==> src/rtl/gba_ppu_pkg.sv <==
// Shared PPU types: fetch FSM states, the text-map entry layout and VRAM block geometry.
package gba_ppu_pkg;

   localparam int SCREEN_W       = 240;
   localparam int MAP_W          = 32;
   localparam int CHAR_BLK_WORDS = 4096;
   localparam int SCR_BLK_WORDS  = 512;

   typedef enum logic [2:0] {
      IDLE,
      MAP,
      ROW0,
      ROW1,
      EMIT,
      DONE
   } fetch_state_t;

   // Field order matches the 16-bit halfword stored in the screen block.
   typedef struct packed {
      logic [3:0] pal;
      logic       vflip;
      logic       hflip;
      logic [9:0] tile;
   } map_entry_t;

endpackage

==> src/rtl/bg_row_unpack.sv <==
// Picks one pixel out of a fetched tile row and forms its palette index and transparency flag.
module bg_row_unpack
   import gba_ppu_pkg::*;
(
   input  logic [63:0] row,
   input  logic        bpp8,
   input  logic        hflip,
   input  logic [3:0]  pal,
   input  logic [2:0]  pix,
   output logic [7:0]  pix_index,
   output logic        pix_transp
);

   logic [2:0] sel;
   logic [3:0] nib;
   logic [7:0] byt;

   // Pixel 0 sits in the least significant nibble/byte; hflip mirrors the index to 7-p.
   always_comb begin
      sel = hflip ? ~pix : pix;
      nib = row[{sel, 2'b00} +: 4];
      byt = row[{sel, 3'b000} +: 8];
      if (bpp8) begin
         pix_index  = byt;
         pix_transp = (byt == 8'h00);
      end else begin
         pix_index  = {pal, nib};
         pix_transp = (nib == 4'h0);
      end
   end

endmodule

==> src/rtl/bg_text_line_fetch.sv <==
// Text-mode background line fetcher: walks map entries and tile rows in VRAM for one scanline
// and streams palette indices to the line compositor over a valid/ready handshake.
module bg_text_line_fetch #(
   parameter int RD_LAT   = 1,
   parameter int SCREEN_W = 240
) (
   input  logic        clk,
   input  logic        rst,
   input  logic        start,
   input  logic [7:0]  line,
   input  logic [7:0]  hofs,
   input  logic [7:0]  vofs,
   input  logic [4:0]  sbb,
   input  logic [1:0]  cbb,
   input  logic        bpp8,
   output logic [13:0] vram_addr,
   output logic        vram_rd,
   input  logic [31:0] vram_dout,
   output logic        pix_valid,
   input  logic        pix_ready,
   output logic [7:0]  pix_x,
   output logic [7:0]  pix_index,
   output logic        pix_transp,
   output logic        busy,
   output logic        done
);

   import gba_ppu_pkg::*;

   localparam logic [1:0] LAT_LAST = 2'(RD_LAT);
   localparam logic [7:0] X_LAST   = 8'(SCREEN_W - 1);

   fetch_state_t state, state_nxt;

   logic [4:0]  r_row;
   logic [2:0]  r_fy;
   logic [4:0]  r_col0;
   logic [4:0]  r_sbb;
   logic [1:0]  r_cbb;
   logic        r_bpp8;
   logic [1:0]  lat_cnt;
   logic [4:0]  tile_cnt;
   logic [2:0]  px;
   logic [7:0]  x;
   map_entry_t  entry;
   logic [63:0] row_data;

   logic [7:0]  y_start;
   logic [4:0]  col;
   logic        lat_last;
   logic        last_x;
   logic [2:0]  ry;
   logic [13:0] map_base;
   logic [13:0] char_base;
   logic [13:0] map_addr;
   logic [13:0] row_addr4;
   logic [13:0] row_addr8;
   logic [15:0] map_half;
   logic [7:0]  u_index;
   logic        u_transp;

   // Map is 32 entries wide and wraps; two 16-bit entries share each VRAM word.
   assign y_start   = line + vofs;
   assign col       = r_col0 + tile_cnt;
   assign lat_last  = (lat_cnt == LAT_LAST);
   assign last_x    = (x == X_LAST);
   assign ry        = entry.vflip ? ~r_fy : r_fy;
   assign map_base  = 14'(r_sbb * SCR_BLK_WORDS);
   assign char_base = 14'(r_cbb * CHAR_BLK_WORDS);
   assign map_addr  = map_base + 14'({r_row, col[4:1]});
   assign row_addr4 = char_base + 14'({entry.tile, ry});
   assign row_addr8 = char_base + {entry.tile, ry, 1'b0};
   assign map_half  = col[0] ? vram_dout[31:16] : vram_dout[15:0];

   bg_row_unpack u_unpack (
      .row        (row_data),
      .bpp8       (r_bpp8),
      .hflip      (entry.hflip),
      .pal        (entry.pal),
      .pix        (px),
      .pix_index  (u_index),
      .pix_transp (u_transp)
   );

   always_ff @(posedge clk or posedge rst) begin
      if (rst) begin
         state <= IDLE;
      end else begin
         state <= state_nxt;
      end
   end

   // Next state and all outputs; pixel outputs read zero outside EMIT so reset and idle look clean.
   always_comb begin
      state_nxt  = state;
      vram_addr  = '0;
      vram_rd    = 1'b0;
      pix_valid  = 1'b0;
      pix_x      = '0;
      pix_index  = '0;
      pix_transp = 1'b0;
      busy       = 1'b1;
      done       = 1'b0;
      case (state)
         IDLE: begin
            busy = 1'b0;
            if (start) state_nxt = MAP;
         end
         MAP: begin
            vram_rd   = 1'b1;
            vram_addr = map_addr;
            if (lat_last) state_nxt = ROW0;
         end
         ROW0: begin
            vram_rd   = 1'b1;
            vram_addr = r_bpp8 ? row_addr8 : row_addr4;
            if (lat_last) state_nxt = r_bpp8 ? ROW1 : EMIT;
         end
         ROW1: begin
            vram_rd   = 1'b1;
            vram_addr = row_addr8 + 14'd1;
            if (lat_last) state_nxt = EMIT;
         end
         EMIT: begin
            pix_valid  = 1'b1;
            pix_x      = x;
            pix_index  = u_index;
            pix_transp = u_transp;
            if (pix_ready) begin
               if (last_x)           state_nxt = DONE;
               else if (px == 3'd7)  state_nxt = MAP;
            end
         end
         DONE: begin
            busy      = 1'b0;
            done      = 1'b1;
            state_nxt = IDLE;
         end
         default: begin
            busy      = 1'b0;
            state_nxt = IDLE;
         end
      endcase
   end

   // Line parameters are frozen at start; tile 0 begins at the fine-scroll pixel.
   always_ff @(posedge clk or posedge rst) begin
      if (rst) begin
         r_row    <= '0;
         r_fy     <= '0;
         r_col0   <= '0;
         r_sbb    <= '0;
         r_cbb    <= '0;
         r_bpp8   <= 1'b0;
         lat_cnt  <= '0;
         tile_cnt <= '0;
         px       <= '0;
         x        <= '0;
         entry    <= '0;
         row_data <= '0;
      end else begin
         case (state)
            IDLE: begin
               if (start) begin
                  r_row    <= y_start[7:3];
                  r_fy     <= y_start[2:0];
                  r_col0   <= hofs[7:3];
                  px       <= hofs[2:0];
                  r_sbb    <= sbb;
                  r_cbb    <= cbb;
                  r_bpp8   <= bpp8;
                  lat_cnt  <= '0;
                  tile_cnt <= '0;
                  x        <= '0;
               end
            end
            MAP, ROW0, ROW1: begin
               if (lat_last) begin
                  lat_cnt <= '0;
                  if (state == MAP)       entry <= map_entry_t'(map_half);
                  else if (state == ROW0) row_data[31:0] <= vram_dout;
                  else                    row_data[63:32] <= vram_dout;
               end else begin
                  lat_cnt <= lat_cnt + 2'd1;
               end
            end
            EMIT: begin
               if (pix_ready) begin
                  x  <= x + 8'd1;
                  px <= px + 3'd1;
                  if (px == 3'd7) tile_cnt <= tile_cnt + 5'd1;
               end
            end
            default: begin
            end
         endcase
      end
   end

endmodule

==> config.mk <==
export PLATFORM = sky130hd
export DESIGN_NAME = bg_text_line_fetch
export DESIGN_NICKNAME = d
export VERILOG_FILES = /design/src/rtl/gba_ppu_pkg.sv /design/src/rtl/bg_row_unpack.sv /design/src/rtl/bg_text_line_fetch.sv
export SDC_FILE = /design/constraint.sdc
export NUM_CORES = 1
export LEC_CHECK = 0
export ABC_AREA = 1
export CORE_AREA = 5 5 125 127
export DETAILED_ROUTE_END_ITERATION = 10
export DIE_AREA = 0 0 130 132
export GPL_TIMING_DRIVEN = 1
export PLACE_DENSITY = 0.73
export SYNTH_ARGS = -nofsm -noshare
export SYNTH_HDL_FRONTEND = slang
export SYNTH_HIERARCHICAL = 1
export SYNTH_SLANG_ARGS = --single-unit
==> constraint.sdc <==
create_clock -name clk -period 5.7 [get_ports clk]
set_input_delay 1.425 -clock clk [delete_from_list [all_inputs] [get_ports clk]]
set_output_delay 1.425 -clock clk [all_outputs]
set_load 0.02 [all_outputs]
==> Yosys cells after proc, flatten, opt, wreduce, memory -nomap -nowiden <==
Index checks and enable logic that the tools add are counted.
{ "totals": {"output_inout_bits": 35, "input_bits": 68, "elab_cells": 99, "reg_bits": 122} }
{ "op_classes": {"n_eq_ne": 15, "addsub": 10, "shift": 2, "bitwise": 4, "n_reduce_logical": 15, "muxes": 36} }
{ "ops": {"columns": ["cell", "n"], "rows": [
  ["$shiftx A64 B6 Y4", 1],
  ["$shiftx A64 B7 Y8", 1],
  ["$pmux W14 S3", 1],
  ["$mux W8", 5],
  ["$mux W3", 12],
  ["$mux W16", 1],
  ["$pmux W8 S2", 1],
  ["$mux W5", 3],
  ["$pmux W3 S5", 1],
  ["$add A14 B1 Y14 const B", 1],
  ["$add A14 B13 Y14", 1],
  ["$add A14 B14 Y14", 1],
  ["$add A14 B9 Y14", 1],
  ["$mux W14", 1],
  ["$ne A2 B2 Y1 const B", 6],
  ["$reduce_and A4 Y1", 3],
  ["$pmux W5 S2", 1],
  ["$eq A3 B3 Y1 const B", 3],
  ["$add A8 B1 Y8 const B", 1],
  ["$add A8 B8 Y8", 1],
  ["$eq A8 B8 Y1 const B", 1],
  ["$logic_not A8 Y1", 1],
  ["$eq A3 B2 Y1 const B", 2],
  ["$mux W1", 6],
  ["other kinds (20)", 26]
]} }

==> Depth between registers and ports, before layout <==
Gate-level depths: netlist of run 1.
{ "depth": {"depth_word": 6, "depth_mapped": 15} }

==> Cells and area by module <==
The synthesis of run 1 kept the hierarchy.
{ "modules_own_cells": {"columns": ["mod", "seq_area_each_um2", "area_per_inst_um2", "instances", "cells_per_inst"], "rows": [
  ["bg_text_line_fetch", 3052.9, 5980.7, 1, 740],
  ["bg_row_unpack", 0.0, 1023.5, 1, 218]
]} }

==> Worst setup path before layout of run 1 <==
OpenSTA, ideal clock, no wires.
{ "synth_path": {"kind": "register to output", "from": "register entry[10] in the netlist's numbering", "to": "output pix_transp", "t_arrival_ns": 1.797, "path_stages_with_launch": 15, "path_buffers": 3, "path_slack_ns": 2.478, "cell_sequence": "dfrtp_1 > buf_6 > nand2_2 > nand2_2 > buf_6 > buf_2 > nand2_1 > nand3_1 > nand3_1 > nand3_1 > nor2_1 > nand2_1 > o21ai_1 > inv_1 > nor2_1"} }
{ "synth_via": {"elab_chain_cells": 5, "elab_cells_between_ends": 7, "classes_between": "shift (2); mux (3); reduce/logical (2)"} }
{ "synth_rtl": {"columns": ["item", "line", "text"], "rows": [
  ["start, declared", "bg_text_line_fetch.sv:45", "map_entry_t entry;"],
  ["start signal, assigned", "bg_text_line_fetch.sv:180", "if (state == MAP) entry <= map_entry_t'(map_half);"],
  ["$mux W3 (*)", "bg_row_unpack.sv:20", "sel = hflip ? ~pix : pix;"],
  ["$shiftx A64 B7 Y8 or $shiftx A64 B6 Y4 (tied branches)", "bg_row_unpack.sv:22, bg_row_unpack.sv:21", null],
  ["$logic_not A8 Y1 or $logic_not A4 Y1 (tied branches)", "bg_row_unpack.sv:25, bg_row_unpack.sv:28", null],
  ["$mux W1 (*)", "bg_row_unpack.sv:23", "if (bpp8) begin"],
  ["named net u_transp", "bg_text_line_fetch.sv:60", "logic u_transp;"],
  ["$mux W1 (*)", "bg_text_line_fetch.sv:104", "case (state)"],
  ["end, declared", "bg_text_line_fetch.sv:23", "output logic pix_transp,"]
]} }
The timed path passes the listed nets; every way through them passes the cells marked *.

==> Worst setup path after layout of run 1 <==
Same ends and word-level chain as after synthesis.

==> flow_metrics.tcl, run 1 <==
set metrics [dict create \
    outcome "finished clean" \
    final_area_um2 8706 \
    grt_setup_unrepaired "false" \
    ios 103 \
    antenna_found_initial 0 \
    synth_warnings 6 \
    power_density_nw_per_um2 601.5 \
    grtUsageTotal 0.2320 \
    multi_input_area_um2 3347 \
    nets 1134 \
    core_area_um2 14310 \
    crit_slowest_cell "nand2_1" \
    syn_area_um2 7004 \
    netlist_instances 958 \
    crit_family "simple AND/OR/NAND/NOR gates" \
    regArea_um2 3053 \
    synth_seq_cells 122 \
    vias 6630 \
    grt_busiest_layer "met1" \
    crit_required_ps 4280 \
    cts_root_buf "clkbuf_16" \
    nFillCells 1316 \
    hpwl_mm 13.68 \
    maxCapViolCount 0 \
    crit_buf_inv 3 \
    drive_above_1_share 0.06415 \
    die_x_um 130 \
    wirelength_mm 19.12 \
    leakagePower_uw 0.004280 \
    tightest_slew_ps 1049 \
    slew_viol_final 0 \
    synth.distinct_cells 34 \
    postRouteAntennaNets 0 \
    setup_viol 0 \
    portBuffers 102 \
    ys_seq_area_frac 0.4359 \
    cts_tree "yes" \
    path_max_fanout 32 \
    clkLatencyLatePin_ps 420 \
    start_kind "register" \
    remaining_drc_errors 0 \
    htreeDepth 4 \
    relSlewSlack 0.2980 \
    use_met2 0.3324 \
    crit_path_cell_trace "inv_2 -> nand2_1 -> nand2_1 -> nand2_1 -> o21ai_0 -> nor2_1 -> nor2_1 -> nor2_2 -> nand3_1 -> o21ai_1 -> inv_1 -> nor2_1 -> clkdlybuf4s50_1" \
    vdd_ir_drop_max_mv 0.2880 \
    cp-end-kind "output port" \
    cp_slowest_stage_delay_ps 630 \
    numCtsBuffers 17 \
    chipHeight_um 132 \
    cts.sink_count 122 \
    postSynthNetCount 1045 \
    first_pass_iters 6 \
    grt_max_degree 82 \
    cp.arrival_ps 3520 \
    hold_path_class "reg2reg" \
    finalHoldViolCount 0 \
    hold_buffers 0 \
    cts_buffer_depth 2 \
    grt.overflow.total 0 \
    fin_crit_sh 0.8682 \
    wl_per_cell_um 15.37 \
    grt_util_met3 0.05875 \
    grt_pass1_wl_mm 31.71 \
    finalSetupTns_ps 0 \
    viasPerCell 5.330 \
    syn_area_per_cell_um2 7.311 \
    initial_core_util 0.4893 \
    post_cts_buffers 0 \
    area_delta_synth_final_pct 24.29 \
    skew_ps 9.653 \
    place.gp.congestion 0.8839 \
    cts_resized 0 \
    placed_area_um2 8115 \
    grt_util_met1 0.3488 \
    critPathKind "reg2out" \
    dr.first_iter.drc_count 651 \
    clock.fmax_mhz 202.1 \
    num_antenna_cells 0 \
    clk_pin_slew_ps 60 \
    die_area_um2 17160 \
    fin_crit_ps 4949 \
    placementRows 44 \
    grt_pass1_vias 6178 \
]
-- stage by stage --
stage / power [uW] / hold WS (ps) / utilization / cells / setup slack [ps]
finish: 5237 / 480.5 / 0.6082 / 1244 / 751.0
global route: 5683 / 490.7 / 0.6082 / 1244 / 369.7
CTS: 5225 / 482.3 / 0.6082 / 1244 / 799.5
floorplan: 3377 / 449.2 / - / 958 / 1032
global placement: 4096 / 463.9 / 0.5670 / 1212 / 1309
detailed placement: 4122 / 466.0 / 0.5670 / 1212 / 1251
-- worst paths after layout --
| kind | to | start | depth (start not counted) | slack (ps) |
|---|---|---|---|---|
| setup / recovery | pix_transp | entry[10] | 13 | 750 |
| hold / removal | r_row[1] | r_row[1] | 2 | 480 |
| setup reg to reg | row_data[35] | state[2] | 5 | 3720 |
| hold reg to reg | r_row[1] | r_row[1] | 2 | 480 |
| max in group asynchronous | r_col0[1] | rst | 3 | 3240 |
| min in group asynchronous | row_data[19] | rst | 2 | 1570 |
-- cells in the mapped netlist --
library cell,number,area share
a21oi_1,17,0.012
a22oi_1,2,0.0021
a31oi_1,5,0.0045
buf_2,23,0.016
buf_4,3,0.0032
buf_6,3,0.0048
clkbuf_1,12,0.0064
clkinv_1,1,0.00054
dfrtp_1,122,0.44
fa_1,2,0.0057
ha_1,17,0.030
inv_1,93,0.050
inv_2,11,0.0059
nand2_1,302,0.16
nand2_2,5,0.0045
nand2_4,1,0.0016
nand3_1,114,0.081
nand3_2,1,0.0014
nand4_1,6,0.0054
nor2_1,63,0.034
nor2_2,4,0.0036
nor3_1,3,0.0021
nor3_2,1,0.0014
o211ai_1,17,0.018
o21a_1,3,0.0032
o21ai_0,87,0.062
o21ai_1,19,0.014
o21bai_1,1,0.0011
o221ai_1,3,0.0038
or2_2,1,0.00089
xnor2_1,8,0.010
xnor2_2,1,0.0023
xor2_1,6,0.0075
xor2_2,1,0.0023
-- worst register-to-register path: stages (launching register included) --
cell	delay, ps
dfrtp_1	410
inv_2	150
nand3_1	160
inv_2	120
nand2_2	580
o21ai_0	440
-- registers in the layout, summed over array words and instances, names as in the netlist, 5 cells and up --
signal	cells
r_row	5
row_data	64
r_sbb	5
x	8
tile_cnt	5
r_col0	5
entry	16
-- cell usage in the layout (no fill, tap or decap), types with 9 or more instances in the layout --
master / instances
a21oi_1: 17
buf_4: 9
clkbuf_16: 17
clkdlybuf4s50_1: 102
dfrtp_1: 122
ha_1: 17
inv_1: 92
inv_2: 11
nand2_1: 302
nand3_1: 114
nor2_1: 63
o211ai_1: 17
o21ai_0: 87
o21ai_1: 19
-- power by group --
| group | switching [uW] | internal (uW) | total, uW |
|---|---|---|---|
| clock | 418 | 651 | 1070 |
| combinational | 1650 | 954 | 2600 |
| sequential | 309 | 1260 | 1570 |
| total | 2380 | 2860 | 5240 |
-- final cells by class --
type | count | share of cell area
inverters | 105 | 0.04556
clock buffers | 17 | 0.04886
well taps | 184 | 0.02644
clock inverters | 15 | 0.01897
repair buffers | 111 | 0.1250
flip-flops and latches | 122 | 0.3507
multi-input cells | 690 | 0.3844
-- logic make-up (layout without fill, tap and decap cells) --
family                   after synthesis  in the layout  share of synthesized area
flip-flops                           122            122                     0.4359
AO/OA/AOI/OAI                        154            154                     0.1208
AND/OR/NAND/NOR                      501            501                     0.2980
XOR/XNOR                              16             16                    0.02215
buffers and inverters                146            248                    0.08717
adder cells (fa/ha/maj)               19             19                    0.03608
-- layer usage --
| metal | up-vias | wire, um | share of wire |
|---|---|---|---|
| met5 | - | 0 | 0 |
| met4 | 0 | 319 | 0.017 |
| met2 | 230 | 8442 | 0.44 |
| met1 | 3091 | 8726 | 0.46 |
| met3 | 28 | 1630 | 0.085 |
| li1 | 3281 | - | - |
(Power assumes the default switching activity.)
==> run 2, diff against run 1 <==
ABC_AREA = unset   (was 1)
CORE_AREA = 5 5 131 133   (was 5 5 125 127)
DIE_AREA = 0 0 136 138   (was 0 0 130 132)
GPL_ROUTABILITY_DRIVEN = 1   (was unset)
PLACE_DENSITY = 0.72   (was 0.73)
clock period = 5.2 ns   (was 5.7 ns; I/O delays follow)
==> run 2 against run 1 <==
  * Global-route usage shrank 0.36 points
  * Critical path depth shrank 5
  * Hold slack barely moved
  * First-iteration DRC count fell by 20%
  * Final area up 8.9%
  * Cell count decreased by 15%
  * Combinational power rose by 15%
  * Die area is 9.4% higher
  * Non-clock buffer count increased by 6
  * Via count shrank 4.0%
  * Synthesized cell count decreased by 22%
  * Register-to-register slack worse by 1200 ps
==> flow_metrics.tcl, run 2 <==
set metrics [dict create \
    finalSetupTns_ps 0 \
    netlist_instances 745 \
    hold_path_class "reg2reg" \
    leakagePower_uw 0.004148 \
    path_max_fanout 23 \
    syn_area_per_cell_um2 10.39 \
    setup_viol 0 \
    postSynthNetCount 832 \
    relSlewSlack 0.3591 \
    nets 917 \
    hold_buffers 0 \
    synth_area_leaders "dfrtp_1, mux2_2, mux4_2, nand2_1, mux2i_1" \
    outcome "finished clean" \
    dr.first_iter.drc_count 523 \
    grtUsageTotal 0.2284 \
    first_pass_iters 5 \
    syn_area_um2 7737 \
    antenna_found_initial 0 \
    reg_top3 "row_data: 64 flops, entry: 16 flops, x: 8 flops" \
    synth_warnings 6 \
    regMostFlops "row_data" \
    area_delta_synth_final_pct 22.51 \
    htreeDepth 4 \
    layout_commonest_cell "dfrtp_1" \
    remaining_drc_errors 0 \
    synthFlopType "dfrtp_1" \
    die_area_um2 18770 \
    vdd_ir_drop_max_mv 0.2884 \
    ys_seq_area_frac 0.3946 \
    clk_pin_slew_ps 60 \
    fin_crit_sh 0.9425 \
    largest_reg_flops 64 \
    core_area_um2 15710 \
    grt_pass1_wl_mm 34.46 \
    wirelength_mm 21.12 \
    cp.arrival_ps 3600 \
    ios 103 \
    critPathKind "reg2out" \
    vias 6365 \
    grt_max_degree 79 \
    regArea_um2 3058 \
    wl_per_cell_um 19.94 \
    grt_setup_unrepaired "false" \
    synthTopCellsByCount "dfrtp_1, nand2_1, mux2_2" \
    place.gp.congestion 0.9485 \
    numCtsBuffers 17 \
    chipHeight_um 138 \
    crit_required_ps 3900 \
    tightest_slew_ps 959.0 \
    initial_core_util 0.4924 \
    grt_pass1_vias 6382 \
    drive_above_1_share 0.1957 \
    cp-end-kind "output port" \
    postRouteAntennaNets 0 \
    slew_viol_final 0 \
    finalHoldViolCount 0 \
    hpwl_mm 15.11 \
    maxCapViolCount 0 \
    switchingPower_uw 2503 \
    hold_ws_ps 480.4 \
    viasPerCell 6.010 \
    cts_tree "yes" \
    cts_root_buf "clkbuf_16" \
    cts_resized 0 \
    cts.sink_count 122 \
    clock_power_share 0.192 \
    synth_top_area_cell "dfrtp_1" \
    sw_frac_of_total 0.4095 \
    netlist.area_leader.share 0.3946 \
    layout_common_cells "dfrtp_1, clkdlybuf4s50_1, nand2_1, mux2_2, o21ai_0" \
    synth.distinct_cells 64 \
    nFillCells 1287 \
    cts_buffer_depth 2 \
    multi_input_area_um2 4309 \
    combPwrFrac 0.487 \
    fin_crit_ps 4901 \
    post_cts_buffers 0 \
    start_kind "register" \
    clock.fmax_mhz 204.0 \
    portBuffers 102 \
    die_x_um 136 \
    grt.overflow.total 0 \
    num_antenna_cells 0 \
    async_flop_share 1.000 \
    synth_seq_cells 122 \
    p_seq_frac 0.321 \
    clkLatencyLatePin_ps 420 \
    skew_ps 6.826 \
    synth_edf_count 0 \
    p_int_uw 3610 \
    placementRows 46 \
    power_density_nw_per_um2 644.9 \
    yosysMostFrequentCell "dfrtp_1" \
]
-- run 2: changes by cell type in the layout (fill, tap and decap cells not counted), sizes merged, moves of 10 or more --
cell	change
nand2	-208
nand3	-103
inv	-79
mux2	+79
o21ai	-53
nor2	-39
mux2i	+36
mux4	+28
a21oi	+18
and3	+17
o211ai	-13
a222oi	+10
-- run 2: final cells by class --
cell class	instances	share of cell area
clock buffer	20	0.04818
multi-input combinational	542	0.4546
tap	216	0.02851
inverter	30	0.01214
sequential	122	0.3226
timing repair buffer	117	0.1209
clock inverter	12	0.01307
-- run 2: per-layer routing --
layer	wire length, um	GRT usage
met1	9287	0.3166
met2	10370	0.3666
met3	1004	0.03919
met4	459	0.07109
met5	0	0
-- run 2: kinds of logic (layout without fill, tap and decap cells) --
logic type               count (synthesis)  count (layout)  synth area share
buffers and inverters                   81             179           0.04884
adder cells (fa/ha/maj)                 19              19           0.03266
AND/OR/NAND/NOR                        206             206            0.1289
AO/OA/AOI/OAI                          152             152            0.1252
flip-flops                             122             122            0.3946
multiplexers                           143             143            0.2450
XOR/XNOR                                22              22           0.02490
-- run 2: critical path, cell delays in order (launching register included) --
cell and delay, ps:
dfrtp_1 890, mux4_1 410, mux2_2 290, mux2i_1 180, o2111ai_1 170, nor4_1 310, a31o_1 160, and3_1 150
clkdlybuf4s50_1 610
-- run 2: final timing paths --
check                              start      endpoint  slack (ps)  cells after the start
worst max-delay path               px[2]    pix_transp         300                      8
worst min-delay path            r_sbb[0]      r_sbb[0]         480                      2
worst max register to register  state[0]   tile_cnt[3]        2500                      5
worst min register to register  r_sbb[0]      r_sbb[0]         480                      2
max in group asynchronous            rst  row_data[42]        2840                      3
min in group asynchronous            rst      r_row[3]        1460                      2
-- run 2: power groups by stage --
stage	clock [uW]	sequential [uW]	combinational, uW
finish	1170	1960	2980
floorplan	0	1640	2350
global route	1220	2030	3250
detailed placement	0	1960	2950
CTS	1190	1950	2970
global placement	0	1920	2900
-- run 2: through the flow --
stage / area, um2 / cells / worst slack [ps] / util / total power, uW
finish: 9479 / 1059 / 298.8 / 0.6033 / 6114
global route: 9479 / 1059 / 15.98 / 0.6033 / 6504
CTS: 9475 / 1059 / 164.1 / 0.6030 / 6110
detailed placement: 8895 / 1027 / 624.6 / 0.5661 / 4907
global placement: 8895 / 1027 / 673.3 / 0.5661 / 4814
floorplan: 7737 / 745 / 657.5 / - / 3991
